--- src/rtl/captura_jogada.sv ---
// Button-capture stage: debounces the raw buttons, accepts one play per physical
// press, rejects multi-button patterns and times out an idle player.
module captura_jogada #(
  parameter int DEBOUNCE_CICLOS = 3,
  parameter int TIMEOUT_CICLOS  = 5000
) (
  input  logic       clock,
  input  logic       reset,
  input  logic       zera,
  input  logic       habilita,
  input  logic [3:0] botoes,
  output logic [3:0] jogada_feita,
  output logic       jogada,
  output logic       invalida,
  output logic       tem_jogada,
  output logic       timeout,
  output logic [3:0] db_estado
);

  localparam int CW = $clog2(DEBOUNCE_CICLOS);
  localparam int TW = $clog2(TIMEOUT_CICLOS);
  localparam logic [CW-1:0] CNT_ULT   = CW'(DEBOUNCE_CICLOS - 1);
  localparam logic [TW-1:0] TIMER_ULT = TW'(TIMEOUT_CICLOS - 1);

  typedef enum logic [1:0] {
    LIVRE    = 2'd0,
    FILTRA   = 2'd1,
    REGISTRA = 2'd2,
    SOLTA    = 2'd3
  } estado_t;

  estado_t       estado_q, estado_d;
  logic [3:0]    cand_q, cand_d;
  logic [CW-1:0] cnt_q, cnt_d;
  logic [TW-1:0] timer_q, timer_d;
  logic          timeout_q, timeout_d;
  logic [3:0]    jf_q, jf_d;
  logic          entra_reg;
  logic          cand_onehot;

  assign cand_onehot = (cand_q != 4'd0) && ((cand_q & (cand_q - 4'd1)) == 4'd0);

  always_comb begin
    estado_d  = estado_q;
    cand_d    = cand_q;
    cnt_d     = cnt_q;
    jf_d      = jf_q;
    timer_d   = timer_q;
    timeout_d = timeout_q;
    entra_reg = 1'b0;

    // cnt_q counts equal samples in FILTRA and quiet samples in SOLTA
    case (estado_q)
      LIVRE: begin
        if (habilita && !timeout_q && botoes != 4'd0) begin
          cand_d   = botoes;
          cnt_d    = CW'(1);
          estado_d = FILTRA;
        end
      end
      FILTRA: begin
        if (!habilita) begin
          estado_d = SOLTA;
          cnt_d    = '0;
        end else if (botoes == 4'd0) begin
          estado_d = LIVRE;
        end else if (botoes != cand_q) begin
          cand_d = botoes;
          cnt_d  = CW'(1);
        end else if (cnt_q == CNT_ULT) begin
          estado_d  = REGISTRA;
          entra_reg = 1'b1;
          if (cand_onehot) jf_d = cand_q;
        end else begin
          cnt_d = cnt_q + CW'(1);
        end
      end
      REGISTRA: begin
        estado_d = SOLTA;
        cnt_d    = '0;
      end
      SOLTA: begin
        if (botoes != 4'd0) begin
          cnt_d = '0;
        end else if (cnt_q == CNT_ULT) begin
          estado_d = LIVRE;
        end else begin
          cnt_d = cnt_q + CW'(1);
        end
      end
      default: estado_d = LIVRE;
    endcase

    // Timer saturates at its last value and raises the sticky flag instead of wrapping
    if (!habilita || entra_reg) begin
      timer_d = '0;
    end else if (!timeout_q && (estado_q == LIVRE || estado_q == FILTRA)) begin
      if (timer_q == TIMER_ULT) timeout_d = 1'b1;
      else                      timer_d   = timer_q + TW'(1);
    end

    // Parking in SOLTA makes a still-held button wait for a full release
    if (zera) begin
      jf_d      = 4'd0;
      timer_d   = '0;
      timeout_d = 1'b0;
      estado_d  = SOLTA;
      cnt_d     = '0;
    end
  end

  always_ff @(posedge clock) begin
    if (reset) begin
      estado_q  <= LIVRE;
      cand_q    <= 4'd0;
      cnt_q     <= '0;
      timer_q   <= '0;
      timeout_q <= 1'b0;
      jf_q      <= 4'd0;
    end else begin
      estado_q  <= estado_d;
      cand_q    <= cand_d;
      cnt_q     <= cnt_d;
      timer_q   <= timer_d;
      timeout_q <= timeout_d;
      jf_q      <= jf_d;
    end
  end

  assign jogada       = (estado_q == REGISTRA) && cand_onehot;
  assign invalida     = (estado_q == REGISTRA) && !cand_onehot;
  assign jogada_feita = jf_q;
  assign timeout      = timeout_q;
  assign tem_jogada   = |botoes;
  assign db_estado    = {2'b00, estado_q};

endmodule

--- config.mk ---
export PLATFORM = sky130hd
export DESIGN_NAME = captura_jogada
export DESIGN_NICKNAME = d
export VERILOG_FILES = /design/src/rtl/captura_jogada.sv
export SDC_FILE = /design/constraint.sdc
export NUM_CORES = 1
export LEC_CHECK = 0
export ABC_AREA = 0
export CAP_MARGIN = 20
export CORE_MARGIN = 5
export CORE_UTILIZATION = 58
export DETAILED_ROUTE_END_ITERATION = 7
export PLACE_DENSITY = 0.84
export SLEW_MARGIN = 20
export SYNTH_ARGS = -nofsm -noshare
export SYNTH_HDL_FRONTEND = slang
export SYNTH_SLANG_ARGS = --single-unit
--- constraint.sdc ---
create_clock -name clock -period 2.95 [get_ports clock]
set_clock_uncertainty 0.15 [all_clocks]
set_input_delay 0.295 -clock clock [delete_from_list [all_inputs] [get_ports clock]]
set_output_delay 0.295 -clock clock [all_outputs]
set_load 0.1 [all_outputs]
# == Yosys cells after proc, flatten, opt, wreduce, memory -nomap -nowiden ==
# Cells that the tools add are included.
# op_classes
add_sub_neg,3
n_eq_ne,16
mux,25
n_bitwise,5
n_reduce_logical,26
# op_table
op,count
2-bit two-way mux,13
4-bit two-way mux,4
2-bit case mux with 4 select lines,2
13-bit by 1-bit adder with 13-bit output (second input constant),1
13-bit == test (second input constant),1
3-bit inequality test (second input constant),4
5-bit inequality test (second input constant),2
5-bit AND reduction,2
4-bit zero test,2
2-bit inequality test (second input constant),4
4-bit case mux with 2 select lines,1
4-bit nonzero test,2
2-bit == test (second input constant),3
1-bit logical AND,6
6-bit AND reduction,1
1-bit two-way mux,5
4-bit AND,1
4-bit inequality test,1
1-bit NOT,4
2-bit AND reduction,2
4-bit OR reduction,1
4-bit by 1-bit subtractor with 4-bit output (second input constant),1
1-bit zero test,3
3-bit AND reduction,1
other kinds (7),8
# totals
regBits,26
inputBits,8
out_inout_bits,12
word_cells,81

# == Depth between registers and ports, before layout ==
# Gate-level depths: netlist (run 1).
# depth
ltp_word,9
mapped_depth,6
ltp_nobuf,6

# == Least setup slack after synthesis (run 1) ==
# OpenSTA, ideal clock, no wires.
# synth_timing
path_kind,flip-flop to output port
from,reg estado_q[1]
to,out invalida
t_arrival_ps,2774
required_ps,2505
slack_ps,-269
stages_incl_launch_ff,4
cell_sequence,dfxtp_1 buf_2 nand2_1 nor2b_1
# synth_via
elab_chain_cells,2
# synth_lines
element,line,source
from (decl),32,"estado_t estado_q, estado_d;"
from (signal assigned),121,estado_q <= estado_d;
2-bit == test,131,assign invalida = (estado_q == REGISTRA) && !cand_onehot;
1-bit logical AND,131,
to (decl),14,"output logic invalida,"
# No other way between the ends.

# == Final worst setup path (run 1) ==
# layout_timing
from,in botoes[3]
to,out tem_jogada
# layout_via
elab_chain_cells,1
# layout_lines
element,line,source
from (decl),11,"input logic [3:0] botoes,"
4-bit OR reduction,134,assign tem_jogada = |botoes;
to (decl),15,"output logic tem_jogada,"
# No other way between the ends.

==> impl_metrics.csv, run 1 <==
group,metric,value,unit
grt,grt_usage,18.77,%
grt,grt_max_degree,16,
placement,placed_cell_area,0.001640,sq mm
layout,antennaDiodeCount,0,
yosys,ys_top_cells_by_count,"26 x dfxtp_1, 25 x nor2_1, 21 x nand2_1",
floorplanning,rows,18,
yosys,yosys.cell_types.count,43,
yosys,synth_area_per_cell,8.948,sq um
clocking,root_buffer,"clkbuf_4",
floorplanning,core-area,0.002455,sq mm
sta,setup_viol,0,
placement,place_congestion,0.8588,
yosys,synth_most_common_cell,"dfxtp_1",
floorplanning,io_pins,20,
sta,fin_crit,2276,ps
floorplanning,die_width,60.46,microns
clocking,htreeDepth,1,
setup_path,start_kind,"primary input",
sta,rsz0062_at_grt,"false",
yosys,synth_async_sr_flop_share,0,%
clocking,numCtsBuffers,3,
status,outcome,"completed",
route,vias,1251,
clocking,clockBufferDepth,2,
floorplanning,die_h,60.46,microns
setup_path,arrival,1830,ps
clocking,cts_setup_buffers,0,
sta,fin_crit_sh,77.14,%
sta,tightest_slew,596.3,ps
yosys,yosys.area.top_type,"dfxtp_1",
clocking,clk_transition_reported_paths,150,ps
sta,fmax,439.4,MHz
route,via_per_inst,5.873,
floorplanning,die_area,0.003655,sq mm
floorplanning,initial_utilization,60.14,%
pwr,power.total,0.8006,mW
yosys,synth_ff_type,"dfxtp_1",
clocking,cts_sinks,26,
route,drtIter0Drc,55,
yosys,ys_warn_count,0,
sta,slew_viol_final,0,
run,drv_cap,0,
setup_path,cp.required,2510,ps
min_path,hp-class,"register to register",
placement,port-buffer-count,17,
yosys,synth-edff-count,0,
yosys,synth_top_area_share,35.25,%
sta,hold_viol_final,0,
layout,syn_to_final_growth,14.66,%
yosys,synth-seq-cells,26,
layout,finalNetCount,195,
route,route.detailed.drc,0,
grt,grt.overflow.total,0,
yosys,netlist_instances,165,
placement,dp_hpwl,2.307,mm
clocking,clock_latency,340,ps
sta,slew_headroom,59.95,%
grt,grt_pass1_wl,5.216,mm
pwr,vdd_drop_max,0.0004343,V
clocking,cts_tree,"built",
yosys,syn_area,0.001476,sq mm
setup_path,cp_max_fo,8,
clocking,cts_resized,0,
route,drtPass1Iterations,4,
layout,drive_gt1_share,16.39,%
pwr,p_per_area,473.0,mW/mm^2
layout,fin_area,0.001693,sq mm
clocking,hold_buffers,0,
route,wirelength,3.080,mm
yosys,synthTopCellsByArea,"dfxtp_1 35%, nor2_1 6.4%, mux2i_1 6.1%, nand2_1 5.3%, xor2_1 5.3%",
setup_path,crit_path_end_kind,"output pin",
route,ant_nets,0,
route,post_drt_wl_per_cell,14.46,microns
setup_path,worstSetupPathType,"primary input to output pin",
sta,setup-tns-final,0,ps
grt,grt_pass1_vias,1178,
grt,antenna_found_initial,0,
yosys,yosysSeqAreaShare,35.25,%
sta,fin_hold_ws,322.3,ps
pwr,p_leak,0.6536,nW
cells in the final DEF, fill, tap and decap left out, types with 3 or more instances in the layout:
cell and count:
a21oi_1 3, and3_1 5, o31ai_1 3, clkbuf_4 3
nand4_1 3, nand3_1 9, ha_1 3, dfxtp_1 26
buf_4 11, xor2_1 9, nand2_1 21, xnor2_1 6
inv_1 5, clkdlybuf4s50_1 7, mux2i_1 9, nor2_1 24
o211a_1 3
kinds of logic after synthesis:
family	share of synthesized area [%]
multiplexers	6.102
AND/OR/NAND/NOR	27.63
other	0.2540
flip-flops	35.25
AO/OA/AOI/OAI	15.68
buffers and inverters	3.643
adder cells (fa/ha/maj)	2.543
XOR/XNOR	8.899
area by class of cell:
cell class / instances / area (sq um)
repair buffers: 18 / 152.6
inverters: 5 / 18.77
multi-input cells: 130 / 910.9
clock buffers: 3 / 22.52
flip-flops and latches: 26 / 520.5
fillers: 195 / 762.0
clock inverters: 1 / 30.03
well taps: 30 / 37.54
path summary, 6_finish.rpt:
path / startpoint / end / slack, ps / cells past startpoint
worst min-delay path: jogada_feita[0] / jogada_feita[0] / 320 / 2
worst min register to register: jogada_feita[0] / jogada_feita[0] / 320 / 2
worst max register to register: timer_q[0] / timer_q[5] / 950 / 6
worst max-delay path: botoes[3] / tem_jogada / 670 / 4
flip-flops by register name, summed over array words and instances, names as in the netlist:
name	count
cnt_q	2
timeout	1
cand_q	4
estado_q	2
timer_q	13
jogada_feita	4
routing by layer:
metal  wire, microns  GRT usage (%)
met1            1346          21.72
met2            1500          32.56
met3             137          3.404
met4              95          10.53
met5               0              0
metrics by stage:
stage / util, % / instances / setup slack, ps
2_1_floorplan: - / 166 / 236.4
3_3_place_gp: 66.82 / 209 / 677.7
3_5_place_dp: 66.82 / 209 / 572.3
4_1_cts: 68.96 / 213 / 685.4
5_1_grt: 68.96 / 213 / 556.2
6_report: 68.96 / 213 / 674.3
power breakdown:
group | switching (mW) | leakage, nW | internal (mW)
clock | 0.114 | 0.0279 | 0.138
sequential | 0.0177 | 0.211 | 0.360
combinational | 0.116 | 0.415 | 0.0550
total | 0.248 | 0.654 | 0.553
critical path: stages:
cell and delay, ps:
clkdlybuf4s50_1 550, nor4_4 640, inv_1 90, buf_4 250
Note: power is estimated with default switching activity, not from simulation.
==> run 2, diff against run 1 <==
CORE_UTILIZATION = 49   (was 58)
PLACE_DENSITY = 0.75   (was 0.84)
clock period = 1.9 ns   (was 2.95 ns; I/O delays follow)
==> impl_metrics.csv, run 2 (synthesized netlist as in run 1, its figures left out) <==
group,metric,value,unit
layout,antennaDiodeCount,0,
setup_path,slowest_stage,"dfxtp_4",
sta,setup-tns-final,-163.3,ps
route,vias,1348,
grt,grt_busiest_layer,"met2",
route,route.detailed.drc,0,
setup_path,crit_buf_inv,1,
layout,syn_to_final_growth,31.95,%
clocking,cts_sinks,26,
grt,use_met3,3.293,%
clocking,clock_latency,320,ps
sta,hold_viol_final,0,
pwr,p_per_area,618.7,mW/mm^2
sta,fin_crit,1951,ps
setup_path,start_kind,"register",
status,violations,"setup timing",
layout,final_common_cell,"buf_4",
grt,antenna_found_initial,0,
layout,finalNetCount,216,
sta,fin_crit_sh,102.7,%
grt,grt_max_degree,15,
floorplanning,io_pins,20,
route,drtPass1Iterations,4,
pwr,clockPowerShare,23.0,%
layout,largest_reg_flops,13,
route,drtIter0Drc,121,
sta,slew_viol_final,0,
sta,rsz0062_at_grt,"true",
grt,grt_pass1_vias,1281,
floorplanning,rows,20,
layout,multi_input_area,925.9,sq um
floorplanning,die_width,64.89,microns
floorplanning,die_h,64.89,microns
setup_path,arrival,1610,ps
min_path,hp-class,"register to register",
route,post_drt_wl_per_cell,14.13,microns
setup_path,crit_path_end_kind,"output pin",
route,via_per_inst,5.688,
placement,port-buffer-count,17,
setup_path,crit_start,"cand_q[2]",
setup_path,cp.required,1560,ps
pwr,p_comb_share,28.3,%
clocking,htreeDepth,1,
route,ant_nets,0,
grt,grt_usage,17.11,%
grt,grt.overflow.total,0,
pwr,switching_share,32.24,%
layout,drive_gt1_share,28.43,%
sta,fmax,512.5,MHz
run,drv_cap,0,
min_path,hold_path_startpoint,"jogada_feita[1]",
floorplanning,die_area,0.004211,sq mm
placement,dp_hpwl,2.480,mm
setup_path,crit_family,"simple AND/OR/NAND/NOR gates",
grt,grt_pass1_wl,5.761,mm
pwr,internal-power,0.8167,mW
sta,layout_setup_ws,-51.12,ps
status,outcome,"finished with violations",
layout,largest_register,"timer_q",
floorplanning,core-area,0.002978,sq mm
setup_path,slowest_delay,380,ps
setup_path,r2r-start,"cand_q[2]",
layout,regArea,540.5,sq um
clocking,root_buffer,"clkbuf_4",
pwr,vdd_drop_max,0.0003097,V
layout,fillers,234,
layout,final_cell_mix,"26 x buf_4, 24 x nor2_1, 21 x nand2_1",
sta,setup_viol,10,
clocking,cts_tree,"built",
placement,place_congestion,0.9343,
route,wirelength,3.349,mm
floorplanning,initial_utilization,49.58,%
grt,grtUsageMet2,28.10,%
clocking,clockBufferDepth,2,
setup_path,cp_max_fo,4,
placement,pre_cts_ws,-178.6,ps
setup_path,worstSetupPathType,"register to output pin",
grt,use_met1,22.21,%
pwr,power_switching,0.3885,mW
pwr,seqPwrFrac,48.7,%
clocking,numCtsBuffers,3,
clocking,clk_transition_reported_paths,140,ps
pwr,p_leak,0.7792,nW
setup_path,crit_chain,"or3b_1, o21ai_1, o21ai_2, nor2b_4, buf_12",
clocking,hold_buffers,0,
## run 2: changes by cell type in the layout (fill, tap and decap cells not counted)
cell and change:
o31ai_2 +1, bufinv_16 -1, clkbuf_8 +1, nor2_2 -1, nor2b_2 -1, nor2_4 +1, buf_4 +15, nor2b_4 +1
dfxtp_4 +5, dfxtp_2 +1, dfxtp_1 -6, o31ai_1 -1, buf_12 +6
## run 2: stage by stage
| stage | instances | total power, mW | util [%] | hold slack [ps] | cell area, sq um |
|---|---|---|---|---|---|
| finish | 237 | 1.205 | 65.42 | 334.0 | 1948 |
| global route | 237 | 1.275 | 65.42 | 346.8 | 1948 |
| CTS | 237 | 1.219 | 65.17 | 339.5 | 1941 |
| detailed placement | 229 | 0.9213 | 62.65 | 320.9 | 1866 |
| global placement | 229 | 0.9152 | 62.65 | 292.5 | 1866 |
| floorplan | 166 | 0.8086 | - | 98.59 | 1504 |
## run 2: worst paths after layout
check / slack, ps / end / cells past startpoint
worst min register to register: 330 / jogada_feita[1] / 2
worst max register to register: -20 / timer_q[8] / 7
worst max-delay path: -50 / invalida / 5
worst min-delay path: 330 / jogada_feita[1] / 2
## run 2: area by class of cell
class	instances	share of cell area, %
sequential	26	27.75
clock buffer	4	1.863
multi-input combinational	130	47.53
tap	33	2.119
inverter	5	0.9634
timing repair buffer	39	19.78
## run 2: worst min-delay path, stage by stage, from the launching register on
cell and delay [ps]:
dfxtp_1 340, nand2_1 50, mux2i_1 60
## run 2: power groups by stage
stage	registers, mW	clock network [mW]	logic, mW
final	0.587	0.277	0.341
after global routing	0.592	0.323	0.360
after CTS	0.586	0.295	0.339
after detailed placement	0.601	0	0.320
after global placement	0.600	0	0.315
after floorplan	0.621	0	0.187
## run 2: what timing repair did
item	4_1_cts	5_1_grt
pin swaps	2	1
gates resized for setup	5	2
setup endpoints to repair	2	23
setup buffers	4	0
## run 2: routing by layer
metal  wire (microns)  up-vias
met4               35        0
met2             1603       51
li1                 -      663
met3              252        4
met5                0        -
met1             1457      630
==> run 3, diff against run 2 <==
ABC_CLOCK_PERIOD_IN_PS = 1900   (was not set)
==> results of run 3 <==
Same layout as run 2: the final DEF is identical, and so are final timing and power.
